**src/rtl/core_mem_pkg.sv**
```systemverilog
// Shared types and constants for the MEM pipeline stage.
package core_mem_pkg;

  localparam int unsigned CORE_XLEN = 32;

  typedef enum logic [2:0] {
    MEM_B  = 3'b000,
    MEM_H  = 3'b001,
    MEM_W  = 3'b010,
    MEM_BU = 3'b100,
    MEM_HU = 3'b101
  } mem_op_e;

  typedef enum logic {
    IDLE = 1'b0,
    WAIT = 1'b1
  } state_e;

  typedef enum logic [1:0] {
    SZ_B,
    SZ_H,
    SZ_W
  } mem_size_e;

  localparam logic [CORE_XLEN-1:0] EXC_LOAD_MISALIGN  = 32'd4;
  localparam logic [CORE_XLEN-1:0] EXC_STORE_MISALIGN = 32'd6;

  // Reserved funct3 codes (011, 11x) fall through to word access.
  function automatic mem_size_e op_size(input logic [2:0] op);
    case (op)
      MEM_B, MEM_BU: return SZ_B;
      MEM_H, MEM_HU: return SZ_H;
      default:       return SZ_W;
    endcase
  endfunction

endpackage

```
**src/rtl/core_mem_if.sv**
```systemverilog
// EX/MEM handshake and data-bus interfaces for the MEM stage.
interface core_mem_em_if;
  import core_mem_pkg::*;

  logic                 em_valid;
  logic                 em_ready;
  logic [CORE_XLEN-1:0] em_reg_data_mem_addr;
  logic [CORE_XLEN-1:0] em_csr_data_mem_data;
  logic                 em_mem_read;
  logic                 em_mem_write;
  logic [2:0]           em_mem_op_type;
  logic [4:0]           em_rd;
  logic                 em_reg_write;
  logic [11:0]          em_csr;
  logic                 em_csr_write;

  modport master (
    output em_valid, em_reg_data_mem_addr, em_csr_data_mem_data, em_mem_read,
           em_mem_write, em_mem_op_type, em_rd, em_reg_write, em_csr, em_csr_write,
    input  em_ready
  );

  modport slave (
    input  em_valid, em_reg_data_mem_addr, em_csr_data_mem_data, em_mem_read,
           em_mem_write, em_mem_op_type, em_rd, em_reg_write, em_csr, em_csr_write,
    output em_ready
  );
endinterface

interface core_mem_dbus_if;
  import core_mem_pkg::*;

  logic                 dbus_valid;
  logic                 dbus_ready;
  logic [CORE_XLEN-1:0] dbus_addr;
  logic                 dbus_we;
  logic [3:0]           dbus_wstrb;
  logic [CORE_XLEN-1:0] dbus_wdata;
  logic                 dbus_rvalid;
  logic [CORE_XLEN-1:0] dbus_rdata;

  modport master (
    output dbus_valid, dbus_addr, dbus_we, dbus_wstrb, dbus_wdata,
    input  dbus_ready, dbus_rvalid, dbus_rdata
  );

  modport slave (
    input  dbus_valid, dbus_addr, dbus_we, dbus_wstrb, dbus_wdata,
    output dbus_ready, dbus_rvalid, dbus_rdata
  );
endinterface

```
**src/rtl/core_mem_align.sv**
```systemverilog
// Combinational alignment logic: misalign detection, store lane steering,
// and load lane extraction with sign/zero extension.
module core_mem_align
  import core_mem_pkg::*;
(
  input  logic [2:0]           i_op,
  input  logic [1:0]           i_addr_lo,
  input  logic [CORE_XLEN-1:0] i_st_data,
  output logic                 o_misalign,
  output logic [3:0]           o_st_strb,
  output logic [CORE_XLEN-1:0] o_st_data,
  input  logic [2:0]           i_ld_op,
  input  logic [1:0]           i_ld_off,
  input  logic [CORE_XLEN-1:0] i_ld_word,
  output logic [CORE_XLEN-1:0] o_ld_data
);

  mem_size_e            w_st_size;
  mem_size_e            w_ld_size;
  logic [CORE_XLEN-1:0] w_ld_shift;

  assign w_st_size  = op_size(i_op);
  assign w_ld_size  = op_size(i_ld_op);
  assign w_ld_shift = i_ld_word >> {i_ld_off, 3'b000};

  always_comb begin
    o_misalign = 1'b0;
    o_st_strb  = 4'hF;
    o_st_data  = i_st_data;
    case (w_st_size)
      SZ_B: begin
        o_st_strb = 4'b0001 << i_addr_lo;
        o_st_data = {4{i_st_data[7:0]}};
      end
      SZ_H: begin
        o_misalign = i_addr_lo[0];
        o_st_strb  = 4'b0011 << i_addr_lo;
        o_st_data  = {2{i_st_data[15:0]}};
      end
      default: o_misalign = |i_addr_lo;
    endcase
  end

  always_comb begin
    o_ld_data = i_ld_word;
    case (w_ld_size)
      SZ_B: o_ld_data = (i_ld_op == MEM_BU) ? {24'b0, w_ld_shift[7:0]}
                                            : {{24{w_ld_shift[7]}}, w_ld_shift[7:0]};
      SZ_H: o_ld_data = (i_ld_op == MEM_HU) ? {16'b0, w_ld_shift[15:0]}
                                            : {{16{w_ld_shift[15]}}, w_ld_shift[15:0]};
      default: o_ld_data = i_ld_word;
    endcase
  end

endmodule

```
**src/rtl/core_mem.sv**
```systemverilog
// MEM stage: consumes EX/MEM entries, issues data-bus loads/stores and
// drives the MEM/WB register, including load data alignment.
module core_mem
  import core_mem_pkg::*;
#(
  parameter int unsigned XLEN = CORE_XLEN
) (
  input  logic               clk,
  input  logic               rest,
  core_mem_em_if.slave       em,
  core_mem_dbus_if.master    dbus,
  output logic               mw_valid,
  output logic [4:0]         mw_rd,
  output logic               mw_reg_write,
  output logic [XLEN-1:0]    mw_reg_write_data,
  output logic               mw_mem_data_valid,
  output logic [11:0]        mw_csr,
  output logic               mw_csr_write,
  output logic [XLEN-1:0]    mw_csr_data,
  output logic               mem_exc_valid,
  output logic [XLEN-1:0]    mem_exc_cause,
  output logic [XLEN-1:0]    mem_exc_addr
);

  state_e            r_state;
  logic              r_mw_valid;
  logic [4:0]        r_mw_rd;
  logic              r_mw_reg_write;
  logic [XLEN-1:0]   r_mw_data;
  logic              r_mw_mdv;
  logic [11:0]       r_mw_csr;
  logic              r_mw_csr_write;
  logic [XLEN-1:0]   r_mw_csr_data;
  logic              r_exc_valid;
  logic [XLEN-1:0]   r_exc_cause;
  logic [XLEN-1:0]   r_exc_addr;
  logic [2:0]        r_ld_op;
  logic [1:0]        r_ld_off;

  logic              w_is_load;
  logic              w_is_store;
  logic              w_is_mem;
  logic              w_misalign_raw;
  logic              w_misalign;
  logic              w_idle;
  logic              w_accept;
  logic [3:0]        w_st_strb;
  logic [XLEN-1:0]   w_st_data;
  logic [XLEN-1:0]   w_ld_data;

  core_mem_align u_align (
    .i_op       (em.em_mem_op_type),
    .i_addr_lo  (em.em_reg_data_mem_addr[1:0]),
    .i_st_data  (em.em_csr_data_mem_data),
    .o_misalign (w_misalign_raw),
    .o_st_strb  (w_st_strb),
    .o_st_data  (w_st_data),
    .i_ld_op    (r_ld_op),
    .i_ld_off   (r_ld_off),
    .i_ld_word  (dbus.dbus_rdata),
    .o_ld_data  (w_ld_data)
  );

  // A load flagged alongside a store is handled as a load.
  assign w_is_load  = em.em_mem_read;
  assign w_is_store = em.em_mem_write && !em.em_mem_read;
  assign w_is_mem   = w_is_load || w_is_store;
  assign w_misalign = w_is_mem && w_misalign_raw;
  assign w_idle     = (r_state == IDLE);

  assign em.em_ready = w_idle && (!em.em_valid || !w_is_mem || w_misalign || dbus.dbus_ready);
  assign w_accept    = em.em_valid && em.em_ready;

  assign dbus.dbus_valid = em.em_valid && w_is_mem && !w_misalign && w_idle;
  assign dbus.dbus_addr  = {em.em_reg_data_mem_addr[XLEN-1:2], 2'b00};
  assign dbus.dbus_we    = w_is_store;
  assign dbus.dbus_wstrb = w_is_store ? w_st_strb : 4'b0000;
  assign dbus.dbus_wdata = w_st_data;

  always_ff @(posedge clk or negedge rest) begin
    if (!rest) begin
      r_state        <= IDLE;
      r_mw_valid     <= 1'b0;
      r_mw_rd        <= '0;
      r_mw_reg_write <= 1'b0;
      r_mw_data      <= '0;
      r_mw_mdv       <= 1'b0;
      r_mw_csr       <= '0;
      r_mw_csr_write <= 1'b0;
      r_mw_csr_data  <= '0;
      r_exc_valid    <= 1'b0;
      r_exc_cause    <= '0;
      r_exc_addr     <= '0;
      r_ld_op        <= '0;
      r_ld_off       <= '0;
    end else begin
      r_exc_valid <= 1'b0;
      case (r_state)
        IDLE: begin
          if (w_accept) begin
            r_mw_valid     <= 1'b1;
            r_mw_rd        <= em.em_rd;
            r_mw_reg_write <= em.em_reg_write;
            r_mw_data      <= em.em_reg_data_mem_addr;
            r_mw_mdv       <= 1'b1;
            r_mw_csr       <= em.em_csr;
            r_mw_csr_write <= em.em_csr_write;
            r_mw_csr_data  <= em.em_csr_data_mem_data;
            if (w_misalign) begin
              r_mw_reg_write <= 1'b0;
              r_mw_csr_write <= 1'b0;
              r_exc_valid    <= 1'b1;
              r_exc_cause    <= w_is_load ? EXC_LOAD_MISALIGN : EXC_STORE_MISALIGN;
              r_exc_addr     <= em.em_reg_data_mem_addr;
            end else if (w_is_load) begin
              r_mw_mdv  <= 1'b0;
              r_mw_data <= '0;
              r_ld_op   <= em.em_mem_op_type;
              r_ld_off  <= em.em_reg_data_mem_addr[1:0];
              r_state   <= WAIT;
            end else if (w_is_store) begin
              r_mw_reg_write <= 1'b0;
            end
          end else begin
            r_mw_valid <= 1'b0;
          end
        end
        WAIT: begin
          // mw holds the pending load until its data returns.
          if (dbus.dbus_rvalid) begin
            r_mw_data <= w_ld_data;
            r_mw_mdv  <= 1'b1;
            r_state   <= IDLE;
          end
        end
        default: r_state <= IDLE;
      endcase
    end
  end

  assign mw_valid          = r_mw_valid;
  assign mw_rd             = r_mw_rd;
  assign mw_reg_write      = r_mw_reg_write;
  assign mw_reg_write_data = r_mw_data;
  assign mw_mem_data_valid = r_mw_mdv;
  assign mw_csr            = r_mw_csr;
  assign mw_csr_write      = r_mw_csr_write;
  assign mw_csr_data       = r_mw_csr_data;
  assign mem_exc_valid     = r_exc_valid;
  assign mem_exc_cause     = r_exc_cause;
  assign mem_exc_addr      = r_exc_addr;

endmodule

```
**src/flat_wrapper.sv**
```systemverilog
// flat-port wrapper written by rule: the top's interface ports become plain ports
module core_mem_flat import core_mem_pkg::*;
#(
  parameter int unsigned XLEN = CORE_XLEN
)
  (clk, rest, mw_valid, mw_rd, mw_reg_write, mw_reg_write_data, mw_mem_data_valid, mw_csr, mw_csr_write, mw_csr_data, mem_exc_valid, mem_exc_cause, mem_exc_addr, em_em_valid, em_em_reg_data_mem_addr, em_em_csr_data_mem_data, em_em_mem_read, em_em_mem_write, em_em_mem_op_type, em_em_rd, em_em_reg_write, em_em_csr, em_em_csr_write, em_em_ready, dbus_dbus_valid, dbus_dbus_addr, dbus_dbus_we, dbus_dbus_wstrb, dbus_dbus_wdata, dbus_dbus_ready, dbus_dbus_rvalid, dbus_dbus_rdata);
  core_mem_em_if em_i ();
  core_mem_dbus_if dbus_i ();
  input  logic clk;
  input  logic rest;
  output logic mw_valid;
  output logic [4:0] mw_rd;
  output logic mw_reg_write;
  output logic [XLEN-1:0] mw_reg_write_data;
  output logic mw_mem_data_valid;
  output logic [11:0] mw_csr;
  output logic mw_csr_write;
  output logic [XLEN-1:0] mw_csr_data;
  output logic mem_exc_valid;
  output logic [XLEN-1:0] mem_exc_cause;
  output logic [XLEN-1:0] mem_exc_addr;
  input wire logic [$bits(em_i.em_valid)-1:0] em_em_valid;
  input wire logic [$bits(em_i.em_reg_data_mem_addr)-1:0] em_em_reg_data_mem_addr;
  input wire logic [$bits(em_i.em_csr_data_mem_data)-1:0] em_em_csr_data_mem_data;
  input wire logic [$bits(em_i.em_mem_read)-1:0] em_em_mem_read;
  input wire logic [$bits(em_i.em_mem_write)-1:0] em_em_mem_write;
  input wire logic [$bits(em_i.em_mem_op_type)-1:0] em_em_mem_op_type;
  input wire logic [$bits(em_i.em_rd)-1:0] em_em_rd;
  input wire logic [$bits(em_i.em_reg_write)-1:0] em_em_reg_write;
  input wire logic [$bits(em_i.em_csr)-1:0] em_em_csr;
  input wire logic [$bits(em_i.em_csr_write)-1:0] em_em_csr_write;
  output wire logic [$bits(em_i.em_ready)-1:0] em_em_ready;
  output wire logic [$bits(dbus_i.dbus_valid)-1:0] dbus_dbus_valid;
  output wire logic [$bits(dbus_i.dbus_addr)-1:0] dbus_dbus_addr;
  output wire logic [$bits(dbus_i.dbus_we)-1:0] dbus_dbus_we;
  output wire logic [$bits(dbus_i.dbus_wstrb)-1:0] dbus_dbus_wstrb;
  output wire logic [$bits(dbus_i.dbus_wdata)-1:0] dbus_dbus_wdata;
  input wire logic [$bits(dbus_i.dbus_ready)-1:0] dbus_dbus_ready;
  input wire logic [$bits(dbus_i.dbus_rvalid)-1:0] dbus_dbus_rvalid;
  input wire logic [$bits(dbus_i.dbus_rdata)-1:0] dbus_dbus_rdata;
  assign em_i.em_valid = em_em_valid;
  assign em_i.em_reg_data_mem_addr = em_em_reg_data_mem_addr;
  assign em_i.em_csr_data_mem_data = em_em_csr_data_mem_data;
  assign em_i.em_mem_read = em_em_mem_read;
  assign em_i.em_mem_write = em_em_mem_write;
  assign em_i.em_mem_op_type = em_em_mem_op_type;
  assign em_i.em_rd = em_em_rd;
  assign em_i.em_reg_write = em_em_reg_write;
  assign em_i.em_csr = em_em_csr;
  assign em_i.em_csr_write = em_em_csr_write;
  assign em_em_ready = em_i.em_ready;
  assign dbus_dbus_valid = dbus_i.dbus_valid;
  assign dbus_dbus_addr = dbus_i.dbus_addr;
  assign dbus_dbus_we = dbus_i.dbus_we;
  assign dbus_dbus_wstrb = dbus_i.dbus_wstrb;
  assign dbus_dbus_wdata = dbus_i.dbus_wdata;
  assign dbus_i.dbus_ready = dbus_dbus_ready;
  assign dbus_i.dbus_rvalid = dbus_dbus_rvalid;
  assign dbus_i.dbus_rdata = dbus_dbus_rdata;
  core_mem #(.XLEN(XLEN)) u_core (.clk(clk), .rest(rest), .em(em_i), .dbus(dbus_i), .mw_valid(mw_valid), .mw_rd(mw_rd), .mw_reg_write(mw_reg_write), .mw_reg_write_data(mw_reg_write_data), .mw_mem_data_valid(mw_mem_data_valid), .mw_csr(mw_csr), .mw_csr_write(mw_csr_write), .mw_csr_data(mw_csr_data), .mem_exc_valid(mem_exc_valid), .mem_exc_cause(mem_exc_cause), .mem_exc_addr(mem_exc_addr));
endmodule
```
**config.mk**
```make
export PLATFORM = sky130hd
export DESIGN_NAME = core_mem_flat
export DESIGN_NICKNAME = d
export VERILOG_FILES = /design/src/rtl/core_mem_pkg.sv /design/src/rtl/core_mem_if.sv /design/src/rtl/core_mem_align.sv /design/src/rtl/core_mem.sv /design/src/flat_wrapper.sv
export SDC_FILE = /design/constraint.sdc
export NUM_CORES = 1
export LEC_CHECK = 0
export ABC_AREA = 1
export BUFFER_PORTS_ARGS = -buffer_cell sky130_fd_sc_hd__buf_2
export CORE_AREA = 2 2 133 135
export CTS_CLUSTER_SIZE = 24
export DETAILED_ROUTE_END_ITERATION = 16
export DIE_AREA = 0 0 135 137
export GPL_TIMING_DRIVEN = 0
export PLACE_DENSITY_LB_ADDON = 0.2
export RECOVER_POWER = 100
export SYNTH_ARGS = -nofsm -noshare
export SYNTH_HDL_FRONTEND = slang
export SYNTH_SLANG_ARGS = --single-unit
```
**constraint.sdc**
```tcl
create_clock -name clk -period 2.29 [get_ports clk]
set_input_delay 0.229 -clock clk [delete_from_list [all_inputs] [get_ports clk]]
set_output_delay 0.229 -clock clk [all_outputs]
set_load 0.01 [all_outputs]
```
==> reports/qor.txt <==
register area share after synthesis = 0.451
CORE AREA = 17,100 µm²
end-of-flow core utilization = 0.554
Rows = 48
Combinational Power Share = 0.294
NetSw = 2.93 mW
initial antenna violation count = 2
dpl hpwl = 18,600 µm
Pre-Repair DR Iteration Count = 5
Max Clk Rate = 0.496 GHz
post-synthesis area per instance = 7.57 µm²
Root Driver = clkbuf_16
cts hold-fix bufs = 11
Area Overhead vs Synth = 35.2%
Die Height = 137 µm
CTS buffer count = 17
Port Buffers = 312
peak fanout along the critical path = 10
Final Setup Violations = 0
via count = 7,277
Max-Cap Viols = 0
Worst Hold Slack = 0.00754 ns
vias in the first global route = 6,740
CP startpoint = u_core.r_state
final hold vios = 0
R2R setup slack = 0.27 ns
layout cells sized above 1 = 0.198
Slowest-stage cell, CP = clkbuf_1
Flop pwr share = 0.347
Synth Instances = 923
status = completed
crit share post-route = 0.881
top-level I/O count = 346
CTS sink count = 126
Slew Viols, Final = 0
Critical Path Sink Type = flip-flop
die area = 18,500 µm²
relative slew slack = 0.309
total congestion overflow = 0
cell count along the critical path = 6
clock skew = 0.0105 ns
CTS H-tree depth = 4
CP Cell Sequence = inv_1 -> nand3_1 -> clkbuf_1 -> clkbuf_2 -> nand3_1 -> nand2_1
routability cong. = 0.922
yosys warns = 0
Die W = 135 µm
DR DRC count = 0
vias per cell = 4.73
Netlist cell types = 28
Cells after DPL = 1,492
drt wl/cell = 15.6 µm
CTS tree = yes
cells on worst reg2reg path = 6
FF+latch count, synth = 126
critical path class = reg -> reg
maximum clock path buffer count = 2
leakage power = 4.95 nW
Setup TNS Final = 0 ns
post-CTS setup buffers = 0
Hold Crit Class = in -> reg
mapped cell area = 6990 µm²
Max rail drop VDD = 0.568 mV
total power = 8.64 mW
Sw Ratio = 0.339
Non-Filler Instances = 1,537
largest net degree at the start of global routing = 86
Clk pwr share = 0.359
P_int = 5.71 mW
Routed WL = 24,000 µm
delay-heaviest family, CP = buffers and inverters
DRT iter0 DRCs = 418
clock-pin slew on the worst setup and hold paths = 0.06 ns
P per Cell Area = 914 nW/µm²
CP dominant cell by count = nand3_1
Setup crit start kind = flip-flop
CP Buf/Inv Count = 3
worst skew pair latency = 0.42 ns
Final ANT Viol Nets = 0
Initial Utilization = 0.410
worst path required time = 2.64 ns
footprint of the multi-input gates = 2780 µm²
Storage cell area = 3150 µm²
# nets final = 1,422
Least-Margin Pin Slew = 1.04 ns
minimum clock period = 2.02 ns
fillcell total = 1,772
Worst Setup EP = u_core.mw_reg_write_data[21]
Critical R2R Launch = u_core.r_state
r2r endpoint = u_core.mw_reg_write_data[21]
post-CTS sizing = 0
RSZ-0062 raised after global routing = false
first-pass GRT wire length = 36,200 µm
Total GRT Usage = 0.256
crit path DAT = 2.37 ns
Max stage delay on crit path = 0.64 ns
## worst min path at each step
stage	from	to	slack, ns	cells past startpoint
after floorplan	rest	u_core.mem_exc_addr[0]	-0.07	0
after global placement	em_em_csr[10]	u_core.mw_csr[10]	0.42	3
after detailed placement	rest	u_core.mem_exc_addr[28]	0.17	1
after CTS	em_em_csr[3]	u_core.mw_csr[3]	0.0007	3
after global routing	em_em_csr[5]	u_core.mw_csr[5]	0.02	3
final	em_em_csr[3]	u_core.mw_csr[3]	0.008	3
## flip-flops by register name (all words and copies together) (netlist names), 2 cells and up
signal	flops
u_core.mw_csr	12
u_core.mem_exc_cause	2
u_core.mw_csr_data	32
u_core.r_ld_off	2
u_core.mem_exc_addr	32
u_core.mw_reg_write_data	32
u_core.r_ld_op	3
u_core.mw_rd	5
## synthesized netlist by cell type
master    count  area (µm²)
buf_8         1        15.0
o221ai_1      8        70.1
nor2_4        3        33.8
nand2_2       1        6.26
o21ai_1      19        95.1
nand3_4       1        17.5
nor4_1        1        6.26
a21oi_1      38         190
or2_2         1        6.26
buf_2        17        85.1
inv_2         4        15.0
conb_1        1        3.75
nand4_1       1        6.26
buf_6         9         101
nor2_1       42         158
o211ai_1      1        7.51
nand3_2       3        30.0
o21ai_0     107         536
buf_1         1        3.75
buf_4        75         563
inv_1        77         289
a21o_1        1        7.51
nor2_2        1        6.26
dfrtp_1     126        3150
nand2_1     261         980
nand3_1     101         505
nand4_4       1        21.3
clkbuf_1     21        78.8
## power groups by stage
stage	sequential, mW	combinational (mW)	clock [mW]
floorplan	3.24	1.32	0
global placement	3.00	2.68	0
detailed placement	3.02	2.71	0
CTS	2.99	2.73	3.14
global route	3.06	2.84	3.25
finish	3.00	2.54	3.10
## worst reg2reg max path: stages, from the launching register on
cell,delay [ns]
dfrtp_1,0.44
inv_1,0.13
nand3_1,0.21
clkbuf_1,0.64
clkbuf_2,0.36
nand3_1,0.11
nand2_1,0.08
## cells by family (layout without fill, tap and decap cells)
family                 Yosys count  in the layout  synth area share
flip-flops                     126            126             0.451
AO/OA/AOI/OAI                  174            174             0.130
other                            1             34          0.000536
AND/OR/NAND/NOR                417            417             0.254
buffers and inverters          205            561             0.165
## area by class of cell
class,instances,share of cell area
diodes,2,0.000530
plain buffers,124,0.0860
clock buffers,22,0.0491
clock inverters,10,0.0221
inverters,81,0.0322
multi-input cells,623,0.294
flip-flops and latches,126,0.334
well taps,225,0.0298
repair buffers,324,0.153
## per-stage QoR
stage / instance area, µm² / setup slack (ns)
finish: 9450 / 0.272
global route: 9450 / 0.111
CTS: 9770 / 0.309
detailed placement: 8980 / 0.364
global placement: 8950 / -0.720
floorplan: 7110 / 0.840
## per-layer routing
layer  vias to the layer above  track usage  share of wire  wire, µm
li1                       3624            -              -         -
met1                      3321        0.325           0.42      9970
met2                       302        0.433           0.49     11800
met3                        30       0.0496          0.072      1720
met4                         0       0.0943          0.021       515
met5                         -            0              0         0
## placed cells by master (no fill, tap or decap), types with 2 or more instances in the layout
master         netlist  final
clkbuf_2             0      4
clkbuf_8             0      2
clkinvlp_4           0      2
nand2_1            261    261
diode_2              0      2
nor2_1              42     42
nor2_4               3      3
a21oi_1             38     38
nand3_2              3      3
buf_6                9      8
inv_2                4      2
clkbuf_1            21    221
dfrtp_1            126    126
buf_4               75     74
o21ai_1             19      4
clkbuf_16            0     17
nand4_1              1      2
nand3_1            101    102
o21ai_0            107    122
conb_1               1     32
inv_1               77     79
dlygate4sd3_1        0     11
bufinv_16            0      6
buf_2               17    133
o221ai_1             8      8
Note: power is estimated with default switching activity, not from simulation.
